## src/rtl/dm_cache_pkg.sv

```systemverilog
// Shared types and width helpers for the direct-mapped write-through cache controller.
package dm_cache_pkg;

    typedef enum logic [1:0] {
        ST_IDLE,
        ST_FILL,
        ST_WRITE
    } state_t;

    function automatic int clog2(input int n);
        int r;
        r = 0;
        while ((1 << r) < n) r++;
        return r;
    endfunction

    function automatic int idx_width(input int lines);
        return clog2(lines);
    endfunction

    function automatic int tag_width(input int a_width, input int lines);
        return a_width - clog2(lines);
    endfunction

endpackage

```

## src/rtl/dm_cache_ctrl_if.sv

```systemverilog
// Request/response bus used on both sides of the cache: CPU-facing (cache is slave)
// and RAM-facing (cache is master, where ready carries the memory acknowledge).
interface dm_cache_ctrl_if #(
    parameter int D_WIDTH = 8,
    parameter int A_WIDTH = 8
);
    logic               req;
    logic               we;
    logic [A_WIDTH-1:0] addr;
    logic [D_WIDTH-1:0] wdata;
    logic [D_WIDTH-1:0] rdata;
    logic               ready;

    modport master (output req, we, addr, wdata, input rdata, ready);
    modport slave  (input req, we, addr, wdata, output rdata, ready);
endinterface

```

## src/rtl/cache_line_array.sv

```systemverilog
// Line storage: LINES entries of {valid, tag, data}, combinational read by index,
// one synchronous write port and a synchronous invalidate-all.
module cache_line_array #(
    parameter int D_WIDTH = 8,
    parameter int TAG_W   = 6,
    parameter int LINES   = 4,
    parameter int IDX_W   = 2
) (
    input  logic               clk,
    input  logic               clr,
    input  logic               inval_all,
    input  logic [IDX_W-1:0]   rd_idx,
    output logic               rd_valid,
    output logic [TAG_W-1:0]   rd_tag,
    output logic [D_WIDTH-1:0] rd_data,
    input  logic               wr_en,
    input  logic [IDX_W-1:0]   wr_idx,
    input  logic [TAG_W-1:0]   wr_tag,
    input  logic [D_WIDTH-1:0] wr_data
);
    logic [LINES-1:0]   valid;
    logic [TAG_W-1:0]   tags [LINES];
    logic [D_WIDTH-1:0] data [LINES];

    assign rd_valid = valid[rd_idx];
    assign rd_tag   = tags[rd_idx];
    assign rd_data  = data[rd_idx];

    always_ff @(posedge clk) begin
        if (clr || inval_all) begin
            valid <= '0;
        end else if (wr_en) begin
            valid[wr_idx] <= 1'b1;
        end
    end

    // NOTE: tag/data storage has no reset; the valid bits alone decide whether a line is usable.
    always_ff @(posedge clk) begin
        if (wr_en) begin
            tags[wr_idx] <= wr_tag;
            data[wr_idx] <= wr_data;
        end
    end

endmodule

```

## src/rtl/dm_cache_ctrl.sv

```systemverilog
// Direct-mapped write-through cache controller: read hits served locally, read misses
// filled from RAM, every write forwarded to RAM (updating the line only on a hit).
module dm_cache_ctrl
    import dm_cache_pkg::*;
#(
    parameter int D_WIDTH   = 8,
    parameter int A_WIDTH   = 8,
    parameter int LINES     = 4,
    parameter int CNT_WIDTH = 16
) (
    input  logic                 clk,
    input  logic                 clr,
    input  logic                 flush,
    dm_cache_ctrl_if.slave       cpu,
    dm_cache_ctrl_if.master      mem,
    output logic [CNT_WIDTH-1:0] hit_count,
    output logic [CNT_WIDTH-1:0] miss_count
);
    localparam int IDX_W = idx_width(LINES);
    localparam int TAG_W = tag_width(A_WIDTH, LINES);

    state_t             state;
    logic               cpu_ready_r;
    logic               mem_req_r;
    logic               mem_we_r;
    logic [D_WIDTH-1:0] cpu_rdata_r;
    logic [D_WIDTH-1:0] mem_wdata_r;
    logic [A_WIDTH-1:0] mem_addr_r;

    logic [IDX_W-1:0]   cpu_idx;
    logic [TAG_W-1:0]   cpu_tag;
    logic               line_valid;
    logic [TAG_W-1:0]   line_tag;
    logic [D_WIDTH-1:0] line_data;
    logic               hit;
    logic               accept;
    logic               fill_done;
    logic               inval_all;
    logic               wr_en;
    logic [IDX_W-1:0]   wr_idx;
    logic [TAG_W-1:0]   wr_tag;
    logic [D_WIDTH-1:0] wr_data;

    assign cpu_idx = cpu.addr[IDX_W-1:0];
    assign cpu_tag = cpu.addr[A_WIDTH-1:IDX_W];
    assign hit     = line_valid && (line_tag == cpu_tag);

    // The held request is not re-accepted during its own ready cycle; flush wins over a request.
    assign accept    = (state == ST_IDLE) && !flush && cpu.req && !cpu_ready_r;
    assign fill_done = (state == ST_FILL) && mem.ready;
    assign inval_all = (state == ST_IDLE) && flush;

    // A fill takes its index/tag from the registered miss address, a write hit from the live request.
    assign wr_en   = fill_done || (accept && cpu.we && hit);
    assign wr_idx  = fill_done ? mem_addr_r[IDX_W-1:0] : cpu_idx;
    assign wr_tag  = fill_done ? mem_addr_r[A_WIDTH-1:IDX_W] : cpu_tag;
    assign wr_data = fill_done ? mem.rdata : cpu.wdata;

    cache_line_array #(
        .D_WIDTH (D_WIDTH),
        .TAG_W   (TAG_W),
        .LINES   (LINES),
        .IDX_W   (IDX_W)
    ) u_lines (
        .clk       (clk),
        .clr       (clr),
        .inval_all (inval_all),
        .rd_idx    (cpu_idx),
        .rd_valid  (line_valid),
        .rd_tag    (line_tag),
        .rd_data   (line_data),
        .wr_en     (wr_en),
        .wr_idx    (wr_idx),
        .wr_tag    (wr_tag),
        .wr_data   (wr_data)
    );

    // NOTE: all state here is updated with non-blocking assignments so every register samples pre-edge values.
    always_ff @(posedge clk) begin
        if (clr) begin
            state       <= ST_IDLE;
            cpu_ready_r <= 1'b0;
            cpu_rdata_r <= '0;
            mem_req_r   <= 1'b0;
            mem_we_r    <= 1'b0;
            mem_addr_r  <= '0;
            mem_wdata_r <= '0;
            hit_count   <= '0;
            miss_count  <= '0;
        end else begin
            cpu_ready_r <= 1'b0;
            case (state)
                ST_IDLE: begin
                    if (accept) begin
                        if (cpu.we) begin
                            mem_req_r   <= 1'b1;
                            mem_we_r    <= 1'b1;
                            mem_addr_r  <= cpu.addr;
                            mem_wdata_r <= cpu.wdata;
                            state       <= ST_WRITE;
                        end else if (hit) begin
                            cpu_rdata_r <= line_data;
                            cpu_ready_r <= 1'b1;
                            if (hit_count != '1) hit_count <= hit_count + CNT_WIDTH'(1);
                        end else begin
                            mem_req_r  <= 1'b1;
                            mem_we_r   <= 1'b0;
                            mem_addr_r <= cpu.addr;
                            if (miss_count != '1) miss_count <= miss_count + CNT_WIDTH'(1);
                            state      <= ST_FILL;
                        end
                    end
                end
                ST_FILL: begin
                    if (mem.ready) begin
                        cpu_rdata_r <= mem.rdata;
                        cpu_ready_r <= 1'b1;
                        mem_req_r   <= 1'b0;
                        state       <= ST_IDLE;
                    end
                end
                ST_WRITE: begin
                    if (mem.ready) begin
                        cpu_ready_r <= 1'b1;
                        mem_req_r   <= 1'b0;
                        mem_we_r    <= 1'b0;
                        state       <= ST_IDLE;
                    end
                end
                default: state <= ST_IDLE;
            endcase
        end
    end

    assign cpu.rdata = cpu_rdata_r;
    assign cpu.ready = cpu_ready_r;
    assign mem.req   = mem_req_r;
    assign mem.we    = mem_we_r;
    assign mem.addr  = mem_addr_r;
    assign mem.wdata = mem_wdata_r;

endmodule

```

## src/flat_wrapper.sv

```systemverilog
// flat-port wrapper written by rule: the top's interface ports become plain ports
module dm_cache_ctrl_flat import dm_cache_pkg::*;
#(
    parameter int D_WIDTH   = 8,
    parameter int A_WIDTH   = 8,
    parameter int LINES     = 4,
    parameter int CNT_WIDTH = 16
)
  (clk, clr, flush, hit_count, miss_count, cpu_req, cpu_we, cpu_addr, cpu_wdata, cpu_rdata, cpu_ready, mem_req, mem_we, mem_addr, mem_wdata, mem_rdata, mem_ready);
  dm_cache_ctrl_if #(.D_WIDTH(D_WIDTH), .A_WIDTH(A_WIDTH)) cpu_i ();
  dm_cache_ctrl_if #(.D_WIDTH(D_WIDTH), .A_WIDTH(A_WIDTH)) mem_i ();
  input  logic clk;
  input  logic clr;
  input  logic flush;
  output logic [CNT_WIDTH-1:0] hit_count;
  output logic [CNT_WIDTH-1:0] miss_count;
  input wire logic [$bits(cpu_i.req)-1:0] cpu_req;
  input wire logic [$bits(cpu_i.we)-1:0] cpu_we;
  input wire logic [$bits(cpu_i.addr)-1:0] cpu_addr;
  input wire logic [$bits(cpu_i.wdata)-1:0] cpu_wdata;
  output wire logic [$bits(cpu_i.rdata)-1:0] cpu_rdata;
  output wire logic [$bits(cpu_i.ready)-1:0] cpu_ready;
  output wire logic [$bits(mem_i.req)-1:0] mem_req;
  output wire logic [$bits(mem_i.we)-1:0] mem_we;
  output wire logic [$bits(mem_i.addr)-1:0] mem_addr;
  output wire logic [$bits(mem_i.wdata)-1:0] mem_wdata;
  input wire logic [$bits(mem_i.rdata)-1:0] mem_rdata;
  input wire logic [$bits(mem_i.ready)-1:0] mem_ready;
  assign cpu_i.req = cpu_req;
  assign cpu_i.we = cpu_we;
  assign cpu_i.addr = cpu_addr;
  assign cpu_i.wdata = cpu_wdata;
  assign cpu_rdata = cpu_i.rdata;
  assign cpu_ready = cpu_i.ready;
  assign mem_req = mem_i.req;
  assign mem_we = mem_i.we;
  assign mem_addr = mem_i.addr;
  assign mem_wdata = mem_i.wdata;
  assign mem_i.rdata = mem_rdata;
  assign mem_i.ready = mem_ready;
  dm_cache_ctrl #(.D_WIDTH(D_WIDTH), .A_WIDTH(A_WIDTH), .LINES(LINES), .CNT_WIDTH(CNT_WIDTH)) u_core (.clk(clk), .clr(clr), .flush(flush), .cpu(cpu_i), .mem(mem_i), .hit_count(hit_count), .miss_count(miss_count));
endmodule
```

## config.mk

```make
export PLATFORM = sky130hd
export DESIGN_NAME = dm_cache_ctrl_flat
export DESIGN_NICKNAME = d
export VERILOG_FILES = /design/src/rtl/dm_cache_pkg.sv /design/src/rtl/dm_cache_ctrl_if.sv /design/src/rtl/cache_line_array.sv /design/src/rtl/dm_cache_ctrl.sv /design/src/flat_wrapper.sv
export SDC_FILE = /design/constraint.sdc
export NUM_CORES = 1
export LEC_CHECK = 0
export ABC_CLOCK_PERIOD_IN_PS = 5250
export CORE_MARGIN = 4
export CORE_UTILIZATION = 25
export CTS_BUF_LIST = sky130_fd_sc_hd__clkbuf_4
export CTS_CLUSTER_DIAMETER = 60
export DETAILED_ROUTE_END_ITERATION = 10
export MAX_ROUTING_LAYER = met4
export SLEW_MARGIN = 25
export SYNTH_ARGS = -nofsm -noshare
export SYNTH_HDL_FRONTEND = slang
export SYNTH_SLANG_ARGS = --single-unit
```

## constraint.sdc

```tcl
create_clock -name clk -period 5.25 [get_ports clk]
set_input_delay 1.05 -clock clk [delete_from_list [all_inputs] [get_ports clk]]
set_output_delay 1.05 -clock clk [all_outputs]
set_load 0.05 [all_outputs]
```

* After elaboration in Yosys (flattened, before gate mapping)
Memories as Yosys holds them, arrays and structs flattened. Index checks and enable logic that the tools add are counted.
Storage, ports and cells: output and inout port bits 59, word-level logic and storage cells 94, register bits after elaboration 65, memories kept 2, bits of input ports 30, memory bits (writable) 56
Cells by class: add/subtract/negate cells 2, reduce and logical (&&, ||, !) cells 26, order comparisons 3, bitwise gates (word level) 3, eq/ne operators 13, multiplexer cells 35
Memory list:
- u_core.u_lines.data | depth 4, bits a word 8, rd ports 1, clocked after Yosys merged registers in 0, wr ports 1, RTL line cache_line_array.sv:23 | logic [D_WIDTH-1:0] data [LINES];
- u_core.u_lines.tags | depth 4, bits a word 6, rd ports 1, clocked after Yosys merged registers in 0, wr ports 1, RTL line cache_line_array.sv:22 | logic [TAG_W-1:0] tags [LINES];
Operators with widths (count):
- 8-bit two-way mux | 7
- 16-bit by 1-bit adder with 16-bit output (second input constant) | 2
- 16-bit inequality test (second input constant) | 2
- 8-bit one-hot mux with 2 select lines | 1
- 1-bit two-way mux | 15
- 5-bit AND reduction | 3
- 2-bit two-way mux | 5
- 1-bit logical AND | 9
- 3-bit AND reduction | 3
- 2-bit inequality test (second input constant) | 4
- 4-bit AND reduction | 2
- 6-bit equality test | 1
- 2-bit by 3-bit less-than comparator with 1-bit output (second input constant) | 2
- 6-bit two-way mux | 1
- 2-bit by 1-bit inequality test with 1-bit output (second input constant) | 3
- 1-bit one-hot mux with 2 select lines | 3
- 2-bit nonzero test | 3
- 4-bit OR | 1
- 2-bit one-hot mux with 2 select lines | 1
- 3-bit inequality test (second input constant) | 1
- 1-bit binary-select mux with 2-bit select | 1
- 1-bit demux with 2-bit select | 1
- 2-bit by 1-bit equality test with 1-bit output (second input constant) | 1
- 2-bit equality test (second input constant) | 1
- 6 further kinds | 9

* Longest topological paths before layout
Gate-level depths: netlist of the first run.
depth after elaboration 9, depth in mapped cells 10, mapped depth without buffers 8

* Modules after synthesis
Synthesis of the first run repeated with hierarchy kept, for this count alone.
Unflattened totals: cells, all modules 465, area total of the unflattened synthesis 5454.0 um2
By module, submodules not included:
- dm_cache_ctrl | instances 1, area each 3234.4 um2, cells each 378, sequential area each 1221.2 um2
- cache_line_array | instances 1, area each 2219.6 um2, cells each 87, sequential area each 1761.7 um2

* Worst setup path before layout of the first run
OpenSTA, ideal clock, no wires.
path kind input -> register, start point input cpu_addr[0], end point memory u_core.u_lines.data[3][0] (enable), buffers on the path 2, arrival time 3.742 ns, cell stages on the path 8, data required time 4.846 ns, library setup time 0.404 ns, path slack 1.103 ns, path through buf_6 -> mux4_2 -> xnor2_1 -> nand4_1 -> nor3_1 -> clkbuf_1 -> nand4_1 -> o21ai_0
On the way: word-level cells in the longest chain between the ends 7, elaborated cells between the ends (all ways) 10, those cells by class eq/ne: 1; mux: 5; reduce/logical: 3; memory: 1
Ends and longest elaborated chain:
- from (decl) | RTL line flat_wrapper.sv:19 | input wire logic [$bits(cpu_i.addr)-1:0] cpu_addr;
- memory read 4 x 6 bit / 1-bit binary-select mux with 2-bit select (equally long branches)
- 6-bit equality test / 1-bit two-way mux (equally long branches) | RTL line dm_cache_ctrl.sv:46, cache_line_array.sv:25
- 1-bit logical AND | RTL line dm_cache_ctrl.sv:46 | assign hit = line_valid && (line_tag == cpu_tag);
- 1-bit logical AND | RTL line dm_cache_ctrl.sv:54 | assign wr_en = fill_done || (accept && cpu.we && hit);
- 1-bit logical OR | RTL line dm_cache_ctrl.sv:54
- 1-bit two-way mux | RTL line cache_line_array.sv:39 | if (wr_en) begin
- 1-bit two-way mux (not written as such) | RTL line cache_line_array.sv:41 | data[wr_idx] <= wr_data;
- to (decl) | RTL line cache_line_array.sv:23
Parallel ways exist; a longest one is shown, timed or not. The select of a mux whose other input is x is not followed.

* Worst setup path after layout of the first run
start point input cpu_addr[0], end point memory u_core.u_lines.data[0][6] (enable)
Same word-level chain as after synthesis.

==> flow_summary_export.csv, run 1 <==
group,metric,value,unit
run_status,status,"complete, no violations",
pwr,power.switching,0.531,mW
clocking,cts_resized,0,
routing,drt_iter0_markers,272,
setup_path,critPathLaunchType,"input port",
global_route,antenna_found_initial,1,
sta,timing.setup.tns,0,ps
synthesis,netlist_area,0.00561,mm2
floorplan,core_area,0.0220,mm2
setup_path,crit_chain,"clkdlybuf4s50_1 -> buf_4 -> mux4_2 -> xnor2_1 -> nand4_1 -> or3_4 -> nor4_1 -> a21o_1",
clocking,cts_tree,"built",
setup_path,regToRegStartpoint,"u_core.state[0]$_SDFFE_PP0P_",
clocking,clock_sinks,121,
cells_and_area,stdcell_area,0.00707,mm2
routing,ant_nets,0,
routing,vias,4157,
clocking,cts_buffers,17,
global_route,grt_max_degree,45,
clocking,clockRootBuffer,"clkbuf_4",
floorplan,pin_count,89,
clocking,htree_levels,4,
cells_and_area,num-fill-cells,2211,
sta,period_share,77.7,%
pwr,p_int,1.33,mW
synthesis,synth_area_leaders,"edfxtp_1 (30%), dfxtp_1 (23%), mux2_2 (6.0%)",
placed_design,io_buffer_count,88,
synthesis,yosys_warnings,0,
synthesis,yosysTopAreaCell,"edfxtp_1",
sta,fin_crit,4080,ps
synthesis,syn_nets,539,
sta,slew_headroom,47.4,%
pwr,power.leakage,2.32,nW
sta,final_hold_viol_count,0,
sta,timing.fmax,245,MHz
clocking,cts_hold_buf,0,
sta,setup-violations-final,0,
synthesis,synth_top_area_share,30.0,%
setup_path,r2r-end,"u_core.hit_count[14]$_SDFFE_PP0P_",
setup_path,slowest_stage,"a21o_1",
clocking,clock_path_buffers,2,
floorplan,num_rows,54,
routing,firstDrtPassIters,4,
setup_path,cp.arrival,4240,ps
setup_path,critPathCaptureType,"register",
global_route,grt_pass1_vias,4065,
cells_and_area,layout-drive-gt1-share,15.5,%
routing,wire_per_inst,15.9,um
floorplan,die_height,158,um
cells_and_area,area_growth,26.1,%
sta,final_max_slew_viol_count,0,
clocking,clk_latency,530,ps
pwr,power.share.switching,28.5,%
synthesis,seq_area_frac_synth,53.2,%
synthesis,async_reset_ff_share,0,%
floorplan,fp.dieArea,0.0249,mm2
setup_path,reg2reg_slack,2040,ps
pwr,total_power,1.86,mW
synthesis,synth.most_common_cell,"dfxtp_1",
synthesis,synth-edff-count,56,
routing,remaining_drc_errors,0,
placed_design,gp_congestion,0.780,
floorplan,initial_core_util,25.5,%
synthesis,syn_inst,503,
synthesis,synth_ff_type,"dfxtp_1",
global_route,overflow,0,
setup_path,r2r_cells,8,
floorplan,fp.dieW,158,um
cells_and_area,multi_input_area,0.00245,mm2
synthesis,syn_area_per_cell,11.1,um2
pwr,p_comb_share,9.9,%
worst_hold_path,hold_end,"u_core.u_lines.valid[3]$_SDFFE_PP0N_",
routing,via_per_inst,4.69,
setup_path,critPathKind,"in2reg",
routing,routed_wl,14100,um
synthesis,synth-seq-cells,121,
pwr,power.density,263,mW/mm2
cells_and_area,num-nets-final,628,
global_route,grt_pass1_wl,22400,um
pwr,clkPwrFrac,36.0,%
global_route,track_usage,12.1,%
synthesis,ys_types,58,
setup_path,crit_path_max_incr_delay,590,ps
setup_path,cp.required,5410,ps
sta,rsz0062_at_grt,"no",
worst_hold_path,hp-start,"u_core.u_lines.valid[3]$_SDFFE_PP0N_",
placed_design,post_dp_cell_area,0.00678,mm2
placed_design,dp.final_hpwl,10100,um
setup_path,cp_max_fo,16,
sta,clock_skew,20.9,ps
clocking,cts_setup_buffers,0,
pwr,ir_worst_vdd,0.120,mV
worst_hold_path,hold_path_depth,2,
cells_and_area,regArea,0.00298,mm2
run,cap_violations,0,
synthesis,synthTopCellsByCount,"dfxtp_1 (65), edfxtp_1 (56), a21oi_1 (36), nand2_1 (33), mux2_2 (30)",
clocking,clkSlewWorstSetupHoldPaths,120,ps
worst_hold_path,min_path_type,"reg2reg",
sta,worstMarginPinSlew,790,ps
pwr,pwr-share-seq,54.1,%
==> cells by family after synthesis <==
| family | count (synthesis) | share of synthesized area, % |
|---|---|---|
| fa+ha+maj | 6 | 1.34 |
| mux | 61 | 14.2 |
| simple gates | 182 | 17.5 |
| compound gates | 88 | 9.82 |
| buf+inv | 41 | 3.26 |
| flops | 121 | 53.2 |
| xor+xnor | 4 | 0.625 |
==> worst max-delay path: cells and delay by family <==
kind / cells / cell delay [ps]
AO/OA/AOI/OAI: 1 / 590
buffers and inverters: 2 / 760
multiplexers: 1 / 530
AND/OR/NAND/NOR: 3 / 1150
XOR/XNOR: 1 / 150
==> per-stage QoR <==
stage,utilization (%),hold slack [ps],instances,setup WS [ps]
after floorplan,-,432,503,1100
after global placement,30.9,443,853,705
after detailed placement,30.9,446,853,597
after CTS,32.2,464,885,1240
after global routing,32.2,491,886,1080
final,32.2,460,886,1170
==> cells in the final DEF, fill, tap and decap left out, drive strengths merged, types with 3 or more instances in the layout <==
master          n
mux4           12
o31ai           4
nor3           11
buf            12
nor2b          15
ha              6
dfxtp          65
mux2i          19
nand2b         21
nand4           8
edfxtp         56
nand2          33
nor2           28
xnor2           3
a21oi          36
clkinvlp        3
and3            9
nor4            3
o21ai          22
nand4b          3
mux2           30
inv            21
nand3          20
clkbuf         17
and2            4
clkdlybuf4s50  87
or3            18
==> sequential cells by signal, summed over array words and instances, names as in the netlist, 2 cells and up <==
signal / flops
u_core.hit_count: 16
u_core.u_lines.data: 32
u_core.mem.wdata: 8
u_core.cpu.rdata: 8
u_core.u_lines.valid: 4
u_core.state: 2
u_core.miss_count: 16
u_core.mem.addr: 8
u_core.u_lines.tags: 24
==> worst max-delay path by stage <==
stage	depth (start not counted)	start	slack, ps	to
final	8	cpu_addr[0]	1170	u_core.u_lines.data[0][6]$_DFFE_PP_
after global routing	8	cpu_addr[1]	1080	u_core.u_lines.data[0][6]$_DFFE_PP_
after CTS	8	cpu_addr[0]	1240	u_core.u_lines.tags[2][4]$_DFFE_PP_
after detailed placement	8	cpu_addr[0]	600	u_core.u_lines.tags[0][2]$_DFFE_PP_
after global placement	7	cpu_addr[1]	700	u_core.u_lines.tags[2][4]$_DFFE_PP_
after floorplan	8	cpu_addr[0]	1100	u_core.u_lines.data[3][0]$_DFFE_PP_
==> layout make-up <==
type | instances | area share [%]
antenna | 1 | 0.0354
clock buffer | 17 | 1.80
clock inverter | 15 | 2.21
inverter | 12 | 0.637
multi-input combinational | 341 | 34.6
sequential | 121 | 42.2
tap | 280 | 4.95
timing repair buffer | 99 | 13.6
==> power groups by stage <==
stage | registers (mW) | clock network, mW | logic, mW
after CTS | 1.01 | 0.704 | 0.187
after global placement | 1.03 | 0 | 0.185
after detailed placement | 1.03 | 0 | 0.186
after floorplan | 1.05 | 0 | 0.0890
final | 1.01 | 0.671 | 0.184
after global routing | 1.01 | 0.746 | 0.201
==> metal layers <==
layer	track usage [%]	up-vias	share of wire, %
met2	18.1	106	47
met5	-	-	0
li1	-	2041	-
met3	3.34	11	5.2
met1	15.5	1999	47
met4	4.71	0	1.1
No activity file was read; power rests on OpenSTA's default activity.
==> inputs of run 2 (changes only) <==
--- a/config.mk
+++ b/config.mk
@@ -5,7 +5,7 @@
 export SDC_FILE = /design/constraint.sdc
 export NUM_CORES = 1
 export LEC_CHECK = 0
-export ABC_CLOCK_PERIOD_IN_PS = 5250
+export ABC_CLOCK_PERIOD_IN_PS = 3550
 export CORE_MARGIN = 4
 export CORE_UTILIZATION = 25
 export CTS_BUF_LIST = sky130_fd_sc_hd__clkbuf_4
==> constraint.sdc (replaced) <==
create_clock -name clk -period 3.55 [get_ports clk]
set_input_delay 0.71 -clock clk [delete_from_list [all_inputs] [get_ports clk]]
set_output_delay 0.71 -clock clk [all_outputs]
set_load 0.05 [all_outputs]
==> run 2 against run 1 <==
  * Global-route usage grew 0.19 points
  * Count of clock-buffer cells in the layout is the same
  * Combinational power is 59% higher
  * Critical path type unchanged
==> flow_summary_export.csv, run 2 (same netlist as run 1, synthesis figures left out) <==
group,metric,value,unit
cells_and_area,regMostFlops,"u_core.u_lines.data",
global_route,overflow,0,
setup_path,critPathLaunch,"cpu_addr[0]",
pwr,total_power,2.84,mW
worst_hold_path,hp-start,"u_core.mem.wdata[3]$_SDFFE_PP0P_",
routing,drt_iter0_markers,282,
cells_and_area,area_growth,30.1,%
global_route,gr-usage-met2,19.1,%
cells_and_area,layout_top_registers,"u_core.u_lines.data (32), u_core.u_lines.tags (24)",
clocking,clockRootBuffer,"clkbuf_4",
setup_path,critPathLaunchType,"input port",
floorplan,num_rows,54,
routing,ant_nets,0,
sta,period_share,88.1,%
clocking,cts_buffers,17,
pwr,p_int,2.05,mW
clocking,cts_tree,"built",
setup_path,reg2reg_slack,720,ps
worst_hold_path,min_path_type,"reg2reg",
global_route,gr-usage-met3,2.84,%
sta,final_hold_viol_count,0,
run_status,status,"complete, no violations",
cells_and_area,layout-drive-gt1-share,18.7,%
routing,vias,4225,
cells_and_area,final_util,33.2,%
routing,wire_per_inst,15.8,um
sta,clock_skew,16.5,ps
floorplan,fp.dieW,158,um
clocking,cts_resized,0,
floorplan,die_height,158,um
setup_path,critPathKind,"in2reg",
pwr,power.leakage,2.45,nW
routing,remaining_drc_errors,0,
setup_path,cp_max_fo,7,
worst_hold_path,hold_path_depth,2,
cells_and_area,layout_common_cells,"clkdlybuf4s50_1 (87), dfxtp_1 (65), edfxtp_1 (56), a21oi_1 (36), nand2_1 (33)",
pwr,power.density,390,mW/mm2
global_route,grt_pass1_vias,4144,
pwr,power.share.switching,27.9,%
floorplan,initial_core_util,25.5,%
floorplan,fp.dieArea,0.0249,mm2
global_route,grt_pass1_wl,22900,um
sta,fin_crit,3130,ps
setup_path,cp.required,3820,ps
setup_path,regToRegStartpoint,"u_core.state[1]$_SDFFE_PP0P_",
placed_design,dp.cells,875,
sta,fin_ws,421,ps
pwr,ir_worst_vdd,0.187,mV
clocking,htree_levels,4,
cells_and_area,final_common_cell,"clkdlybuf4s50_1",
sta,timing.fmax,320,MHz
clocking,clkSlewWorstSetupHoldPaths,130,ps
placed_design,io_buffer_count,88,
floorplan,core_area,0.0220,mm2
pwr,clkPwrFrac,37.3,%
global_route,track_usage,12.3,%
setup_path,cp.arrival,3400,ps
pwr,power.switching,0.793,mW
placed_design,post_dp_cell_area,0.00699,mm2
setup_path,r2r-end,"u_core.u_lines.data[1][6]$_DFFE_PP_",
run,cap_violations,0,
placed_design,dp.final_hpwl,10400,um
cells_and_area,num-nets-final,650,
worst_hold_path,hold_end,"u_core.mem.wdata[3]$_SDFFE_PP0P_",
cells_and_area,stdcell_area,0.00729,mm2
clocking,cts_setup_buffers,0,
sta,setup-violations-final,0,
routing,routed_wl,14400,um
routing,firstDrtPassIters,4,
sta,final_max_slew_viol_count,0,
sta,timing.setup.tns,0,ps
sta,holdWs,464,ps
global_route,antenna_found_initial,1,
floorplan,pin_count,89,
global_route,grt_max_degree,87,
routing,via_per_inst,4.65,
pwr,p_comb_share,10.3,%
global_route,grt_busiest_layer,"met2",
cells_and_area,final_cells,908,
sta,rsz0062_at_grt,"no",
cells_and_area,largest_register_ffs,32,
pwr,pwr-share-seq,52.4,%
sta,slew_headroom,48.0,%
global_route,grt_use_met1,15.9,%
setup_path,critPathCaptureType,"register",
clocking,clock_path_buffers,2,
clocking,clock_sinks,121,
placed_design,post-place-ws,-120,ps
placed_design,gp_congestion,0.807,
clocking,clk_latency,550,ps
clocking,cts_hold_buf,0,
sta,worstMarginPinSlew,780,ps
setup_path,r2r_cells,6,
==> run 2: per-layer routing <==
metal,wire [um],part of all wire (%)
met2,6890,48
met4,180,1.3
met3,698,4.9
met1,6620,46
met5,0,0
==> run 2: critical path, stage by stage <==
cell and delay [ps]:
clkdlybuf4s50_1 530, buf_4 160, mux4_2 510, xnor2_1 150
nand2_1 120, or3_4 410, nor4_1 410, a21o_1 220
buf_4 170
==> run 2: area by class of cell <==
class	instances	area, um2
repair buffers	121	1160
flip-flops and latches	121	2980
clock inverters	15	176
multi-input cells	341	2450
fillers	2224	14700
well taps	280	350
inverters	12	45.0
diodes	1	2.50
clock buffers	17	128
==> run 2: worst max path at each step <==
stage / to / cells after the start
floorplan: u_core.u_lines.data[1][0]$_DFFE_PP_ / 8
global placement: u_core.u_lines.data[2][2]$_DFFE_PP_ / 8
detailed placement: u_core.u_lines.data[0][1]$_DFFE_PP_ / 9
CTS: u_core.u_lines.tags[0][0]$_DFFE_PP_ / 9
global route: u_core.u_lines.tags[0][5]$_DFFE_PP_ / 9
finish: u_core.u_lines.tags[0][0]$_DFFE_PP_ / 9
==> run 2: power by group through the flow <==
stage	Clock, mW	Sequential (mW)	Combinational (mW)
CTS	1.10	1.49	0.295
global placement	0	1.52	0.292
finish	1.06	1.49	0.292
global route	1.16	1.49	0.316
floorplan	0	1.56	0.132
detailed placement	0	1.52	0.294
